[config.mk]
export PLATFORM = sky130hd
export DESIGN_NAME = inst_fetch
export DESIGN_NICKNAME = d
export VERILOG_FILES = /design/src/rtl/core_pkg.sv /design/src/rtl/fetch_queue.sv /design/src/rtl/inst_fetch.sv
export SDC_FILE = /design/constraint.sdc
export NUM_CORES = 1
export LEC_CHECK = 0
export CAP_MARGIN = 20
export CORE_UTILIZATION = 36
export CTS_BUF_LIST = sky130_fd_sc_hd__clkbuf_16
export DETAILED_ROUTE_END_ITERATION = 8
export DONT_BUFFER_PORTS = 1
export MAX_ROUTING_LAYER = met4
export SKIP_CTS_REPAIR_TIMING = 1
export SYNTH_ARGS = -nofsm -noshare
export SYNTH_HDL_FRONTEND = slang
export SYNTH_SLANG_ARGS = --single-unit
export TNS_END_PERCENT = 30
[constraint.sdc]
create_clock -name ip_clk -period 7 [get_ports ip_clk]
set_input_delay 1.4 -clock ip_clk [delete_from_list [all_inputs] [get_ports ip_clk]]
set_output_delay 1.4 -clock ip_clk [all_outputs]
set_load 0.03 [all_outputs]
[src/rtl/core_pkg.sv]
// Shared core definitions: datapath width, NOP encoding, reset fetch address
// and the {pc, inst} entry carried through the fetch queue.
package core_pkg;

  localparam int unsigned     XLEN             = 32;
  localparam logic [XLEN-1:0] NOP_INST         = 32'h0000_0013;
  localparam logic [XLEN-1:0] DEFAULT_RESET_PC = 32'h0000_0000;

  typedef struct packed {
    logic [XLEN-1:0] pc;
    logic [XLEN-1:0] inst;
  } fetch_entry_t;

  function automatic logic [XLEN-1:0] word_align(input logic [XLEN-1:0] addr);
    return {addr[XLEN-1:2], 2'b00};
  endfunction

endpackage

[src/rtl/fetch_queue.sv]
// Small synchronous FIFO of fetch entries. Flush empties the queue and takes
// priority over push and pop; pointers wrap naturally at a power-of-2 depth.
module fetch_queue
  import core_pkg::*;
#(
  parameter int unsigned DEPTH = 2
) (
  input  logic                       clk,
  input  logic                       reset,
  input  logic                       push,
  input  logic                       pop,
  input  logic                       flush,
  input  fetch_entry_t               din,
  output fetch_entry_t               dout,
  output logic [$clog2(DEPTH):0]     count,
  output logic                       full,
  output logic                       empty
);

  localparam int unsigned PTR_W = $clog2(DEPTH);
  localparam int unsigned CNT_W = PTR_W + 1;
  localparam logic [CNT_W-1:0] FULL_CNT = CNT_W'(DEPTH);

  fetch_entry_t     mem [DEPTH];
  logic [PTR_W-1:0] rd_ptr;
  logic [PTR_W-1:0] wr_ptr;
  logic             do_push;
  logic             do_pop;

  always_comb begin
    full    = (count == FULL_CNT);
    empty   = (count == '0);
    do_pop  = pop && !empty && !flush;
    do_push = push && (!full || do_pop) && !flush;
    dout    = mem[rd_ptr];
  end

  always_ff @(posedge clk) begin
    if (reset || flush) begin
      rd_ptr <= '0;
      wr_ptr <= '0;
      count  <= '0;
    end else begin
      if (do_push) wr_ptr <= wr_ptr + 1'b1;
      if (do_pop)  rd_ptr <= rd_ptr + 1'b1;
      case ({do_push, do_pop})
        2'b10:   count <= count + 1'b1;
        2'b01:   count <= count - 1'b1;
        default: count <= count;
      endcase
    end
  end

  // Storage needs no reset: entries are only visible while count covers them.
  always_ff @(posedge clk) begin
    if (do_push && !reset) mem[wr_ptr] <= din;
  end

endmodule

[src/rtl/inst_fetch.sv]
// Instruction fetch: owns the fetch PC, the imem handshake, the prefetch
// queue feeding decode, and the redirect/misalignment handling.
module inst_fetch
  import core_pkg::*;
#(
  parameter logic [XLEN-1:0] RESET_PC    = DEFAULT_RESET_PC,
  parameter int unsigned     QUEUE_DEPTH = 2
) (
  input  logic            ip_clk,
  input  logic            ip_reset,
  output logic [XLEN-1:0] op_inst_addr,
  input  logic            ip_inst_valid,
  input  logic [XLEN-1:0] ip_inst_from_imem,
  input  logic            ip_stall,
  input  logic            ip_redirect_valid,
  input  logic [XLEN-1:0] ip_redirect_pc,
  output logic            op_valid,
  output logic [XLEN-1:0] op_inst,
  output logic [XLEN-1:0] op_pc,
  output logic            op_misaligned
);

  localparam int unsigned CNT_W = $clog2(QUEUE_DEPTH) + 1;

  logic [XLEN-1:0]  fetch_pc;
  logic             misaligned;
  logic             push;
  logic             pop;
  logic             q_full;
  logic             q_empty;
  logic [CNT_W-1:0] q_count;
  fetch_entry_t     q_din;
  fetch_entry_t     q_dout;

  assign op_inst_addr  = fetch_pc;
  assign op_misaligned = misaligned;

  // Pop and push are gated by redirect here so the queue's flush never races them.
  always_comb begin
    op_valid   = (q_count != '0);
    pop        = op_valid && !ip_stall && !ip_redirect_valid;
    push       = ip_inst_valid && !ip_redirect_valid && (!q_full || pop);
    q_din.pc   = fetch_pc;
    q_din.inst = ip_inst_from_imem;
    op_inst    = q_empty ? NOP_INST : q_dout.inst;
    op_pc      = q_empty ? '0       : q_dout.pc;
  end

  fetch_queue #(
    .DEPTH (QUEUE_DEPTH)
  ) u_queue (
    .clk   (ip_clk),
    .reset (ip_reset),
    .push  (push),
    .pop   (pop),
    .flush (ip_redirect_valid),
    .din   (q_din),
    .dout  (q_dout),
    .count (q_count),
    .full  (q_full),
    .empty (q_empty)
  );

  always_ff @(posedge ip_clk) begin
    if (ip_reset) begin
      fetch_pc   <= RESET_PC;
      misaligned <= 1'b0;
    end else begin
      misaligned <= ip_redirect_valid && (|ip_redirect_pc[1:0]);
      if (ip_redirect_valid)
        fetch_pc <= word_align(ip_redirect_pc);
      else if (push)
        fetch_pc <= fetch_pc + 32'd4;
    end
  end

endmodule

# [Word-level counts from Yosys, hierarchy flattened]
# Memories as Yosys holds them, arrays and structs flattened. A register that Yosys moved wholly into a read port is not among the register bits.
# Index checks and enable logic that the tools add are counted.
[totals] output_inout_bits=98 memories=1 latchBits=0 word_cells=48 inputBits=69 romBits=0 ram_bits=128 reg_bits=37
[classes] n_lt_le_gt_ge=0 n_mux=9 eq_ne=3 reduce_logical=24 addsub=5 mul=0 shift=0 bitwise=0 div=0
[memory_table] name="u_queue.mem" depth=2 word_bits=64 read_ports=1 rd_clocked_by_memory_dff=1 wr=1 line="fetch_queue.sv:24" rtl="fetch_entry_t mem [DEPTH];"
[ops] operator="$mux 32" count=4
[ops] operator="$add 32x3->32 const B" count=1
[ops] operator="$logic_and 1x1->1" count=10
[ops] operator="$reduce_bool 2->1" count=3
[ops] operator="$logic_not 1->1" count=5
[ops] operator="$eq 2x2->1 const B" count=2
[ops] operator="$mux 1" count=4
[ops] operator="$pmux 2 s2" count=1
[ops] operator="$reduce_or 2->1" count=2
[ops] operator="$logic_or 1x1->1" count=3
[ops] operator="$add 1x1->1 const B" count=2
[ops] operator="$add 2x1->2 const B" count=1
[ops] operator="$eq 2x1->1 const B" count=1
[ops] operator="$logic_not 2->1" count=1
[ops] operator="$sub 2x1->2 const B" count=1

# [Logic depth before layout (Yosys ltp)]
[depth] depth_word=11 depth_mapped=10 mapped_depth_nobuf=7

# [Modules after synthesis]
# Synthesis repeated with hierarchy kept, for this count alone.
[unflattened] hier_cells=546 hier_area_um2=7262.0
[modules_own_cells] mod="fetch_queue" instances=1 seq_area_each_um2=3943.8 area_per_inst_um2=4847.1 cells_each=227
[modules_own_cells] mod="inst_fetch" instances=1 seq_area_each_um2=620.6 area_per_inst_um2=2414.8 cells_each=319

# [Worst setup path after synthesis]
# OpenSTA, ideal clock, no wires.
[synth_timing] path_kind="in2reg" start="in ip_redirect_valid" end="mem u_queue.mem[0][0] (netlist bit), enable pin" path_stages=4 setup_time_ns=0.482 slack_ns=2.011 path_buffers=1 required_ns=6.518 t_arrival_ns=4.506 path_cell_list="clkbuf_1 > nor2_1 > nand3_1 > nor2_1"
[synth_via] elab_chain_len=10 elab_cells_between_ends=13 cone_classes="2 x mux; 11 x reduce/logical"
[synth_rtl] element="from (decl)" line="inst_fetch.sv:15" rtl="input logic ip_redirect_valid,"
[synth_rtl] element="$logic_not 1->1 (*)"
[synth_rtl] element="$logic_and 1x1->1" line="inst_fetch.sv:41" rtl="pop = op_valid && !ip_stall && !ip_redirect_valid;"
[synth_rtl] element="$logic_and 1x1->1 (2 in a row)" line="fetch_queue.sv:33" rtl="do_pop = pop && !empty && !flush;"
[synth_rtl] element="$logic_or 1x1->1" line="fetch_queue.sv:34" rtl="do_push = push && (!full || do_pop) && !flush;"
[synth_rtl] element="$logic_and 1x1->1" line="fetch_queue.sv:34"
[synth_rtl] element="$logic_and 1x1->1 (*)" line="fetch_queue.sv:34"
[synth_rtl] element="$logic_and 1x1->1 (*)" line="fetch_queue.sv:56" rtl="if (do_push && !reset) mem[wr_ptr] <= din;"
[synth_rtl] element="$mux 1 (*)" line="fetch_queue.sv:56"
[synth_rtl] element="$mux 1 (not written as such) (*)" line="fetch_queue.sv:56"
[synth_rtl] element="to (decl)" line="fetch_queue.sv:24"
# Every way passes the cells marked *; elsewhere a longest branch is shown, timed or not.

# [Worst setup path after layout]
[layout_timing] start="reg u_queue.count[1]" end="out op_inst[1]"
[layout_via] elab_chain_len=2
[layout_rtl] element="from (decl)" line="fetch_queue.sv:15" rtl="output logic [$clog2(DEPTH):0] count,"
[layout_rtl] element="from (signal assigned)" line="fetch_queue.sv:47" rtl="2'b10: count <= count + 1'b1;"
[layout_rtl] element="from (signal assigned)" line="fetch_queue.sv:48" rtl="2'b01: count <= count - 1'b1;"
[layout_rtl] element="from (signal assigned)" line="fetch_queue.sv:49" rtl="default: count <= count;"
[layout_rtl] element="$logic_not 2->1" line="fetch_queue.sv:32" rtl="empty = (count == '0);"
[layout_rtl] element="$mux 32" line="inst_fetch.sv:45" rtl="op_inst = q_empty ? NOP_INST : q_dout.inst;"
[layout_rtl] element="to (decl)" line="inst_fetch.sv:18" rtl="output logic [XLEN-1:0] op_inst,"
# No other way between the ends.

==> impl_metrics.yaml <==
outcome:
  status: "finished clean"
yosys:
  yosys.area.top_type: "edfxtp_1"
  synth_cell_type_count: 51
  synth_most_common_cell: "edfxtp_1"
  syn_inst: 537
  synth_ff_type: "edfxtp_1"
  syn_area_mm2: 0.00681
  synth_edf_count: 124
  async_flop_share: 0
  seq_area_frac_synth: 0.653
  post-synth-top-area-fraction: 0.547
  syn_area_per_cell_um2: 12.7
  ys_warn_count: 0
  synth_common_cells: "edfxtp_1, nor2_1, mux2i_1"
  ys_seq_elements: 160
  ys_top_cells_by_area: "edfxtp_1, dfxtp_1, mux2i_1, nor2_1, a311oi_1"
drt:
  wirelength_um: 15800
  remaining_drc_errors: 0
  firstDrtPassIters: 7
  ant_nets: 0
  first_iter_violations: 324
  wire_per_inst_um: 20.5
  vias_per_cell: 5.61
  num_vias: 4320
power_and_ir_drop:
  ir_drop_v: 0.000169
  p_clk_frac: 0.453
  swShare: 0.224
  power.internal_w: 0.00171
  leakage_nw: 2.34
  power_density_mw_per_mm2: 288
  power_switching_w: 0.000494
  combPwrFrac: 0.043
  pwr-share-seq: 0.504
placement:
  io_buffers: 0
  numPlacedInstances: 737
  place.gp.congestion: 0.818
  dp_hpwl_um: 10500
clock_tree:
  cts_buffers: 17
  clock_path_buffers: 2
  cts_sinks: 160
  cts_tree: "done"
  clockRootBuffer: "clkbuf_16"
  clk_latency_ps: 420
  htreeDepth: 4
  clk_pin_slew_ps: 60
sta:
  drv_slew: 0
  hold_violations: 0
  period_share: 0.510
  fin_skew_ps: 8.51
  max_slew_margin: 0.371
  tns_ps: 0
  post-route-min-period_ps: 3570
  worst_pin_slew_ps: 937
  rsz0062_at_grt: "no"
  clock.fmax_mhz: 280
  finalSetupViolCount: 0
setup_path:
  start_kind: "flip-flop"
  cp-end-kind: "output port"
  path_max_fanout: 60
  criticalPathCategory: "reg -> out"
  crit_arrival_ps: 2170
  critPathRequiredTime_ps: 5600
global_route:
  grt_use_total: 0.169
  grt_first_pass_wirelength_um: 24100
  grt_pass1_vias: 4133
  overflow: 0
  grt_antenna_before_repair: 0
  grt_max_degree: 63
floorplanning:
  die_area_mm2: 0.0195
  die_w_um: 140
  coreArea_mm2: 0.0183
  die_h_um: 140
  design.portCount: 167
  fp-row-count: 49
  initial_core_util: 0.373
cells_and_area:
  diodes: 0
  instances_no_fill: 770
  post-route-util: 0.420
  final_layout_size_suffix_gt1_frac: 0.0776
  final_net_count: 599
  area_growth_syn_to_layout_pct: 12.7
run:
  maxCapViolations: 0
hold_path:
  hp-class: "reg -> reg"
[registers in the layout (all words and copies together), names as in the netlist, named ones only]
| signal | flops |
|---|---|
| u_queue.mem | 124 |
| op_inst_addr | 30 |
| u_queue.count | 2 |
| op_misaligned | 1 |
| u_queue.rd_ptr | 1 |
| u_queue.wr_ptr | 1 |
[per-stage QoR]
step                instance area [µm²]  setup slack, ps  hold WS [ps]  total power, W
floorplan                          6820             2010           520         0.00121
global placement                   7000             3540           522         0.00123
detailed placement                 7000             3490           526         0.00123
CTS                                7640             3240           538         0.00223
global route                       7670             3290           565         0.00228
finish                             7670             3430           537         0.00221
[metal layers]
| metal | up-vias | global-route usage | part of all wire |
|---|---|---|---|
| li1 | 2003 | - | - |
| met1 | 2107 | 0.217 | 0.44 |
| met3 | 21 | 0.0557 | 0.083 |
| met4 | 0 | 0.0708 | 0.018 |
| met5 | - | - | 0 |
| met2 | 189 | 0.244 | 0.46 |
[final cells by class]
class                           instances  area [µm²]
Clock buffer                           17         425
Clock inverter                         15         216
Fill cell                            1723       10600
Inverter                                9        33.8
Multi-Input combinational cell        335        2200
Sequential cell                       160        4450
Tap cell                              229         287
Timing Repair Buffer                    5        57.6
[placed cells by master, fill, tap and decap left out, drive strengths merged, types with 10 or more instances in the layout]
cell type  instances
nor2              90
dfxtp             36
a311oi            12
nand2             18
xnor2             10
nor3              18
mux2i             62
clkbuf            17
edfxtp           124
inv               14
nand4             11
nand3             16
[final timing paths]
check / to / cells past startpoint / startpoint / slack [ps]
worst min register to register: flip-flop / 2 / u_queue.rd_ptr / 540
worst max-delay path: op_inst[1] / 4 / u_queue.count[1] / 3430
worst max register to register: op_inst_addr[16] / 5 / op_inst_addr[3] / 4280
worst min-delay path: flip-flop / 2 / u_queue.rd_ptr / 540
[power groups by stage]
| stage | clock, W | combinational, W | sequential, W |
|---|---|---|---|
| after floorplan | 0 | 0.0000877 | 0.00112 |
| after global placement | 0 | 0.0000930 | 0.00113 |
| after detailed placement | 0 | 0.0000955 | 0.00113 |
| after CTS | 0.00102 | 0.0000958 | 0.00111 |
| after global routing | 0.00106 | 0.000105 | 0.00112 |
| final | 0.00100 | 0.0000960 | 0.00111 |
[cell families (layout without fill, tap and decap cells)]
family / count (synthesis) / after routing / share of synthesized area
AND/OR/NAND/NOR: 197 / 197 / 0.142
flip-flops: 160 / 160 / 0.653
multiplexers: 62 / 62 / 0.0912
AO/OA/AOI/OAI: 56 / 56 / 0.0636
buffers and inverters: 45 / 46 / 0.0283
XOR/XNOR: 14 / 14 / 0.0180
adder cells (fa/ha/maj): 2 / 2 / 0.00368
other: 1 / 4 / 0.000551
[critical path, stage by stage (launching register included)]
cell and delay (ps):
dfxtp_1 380, nor2_4 130, buf_4 500, inv_1 350
nand2_1 330
Note: power is estimated with default switching activity, not from simulation.
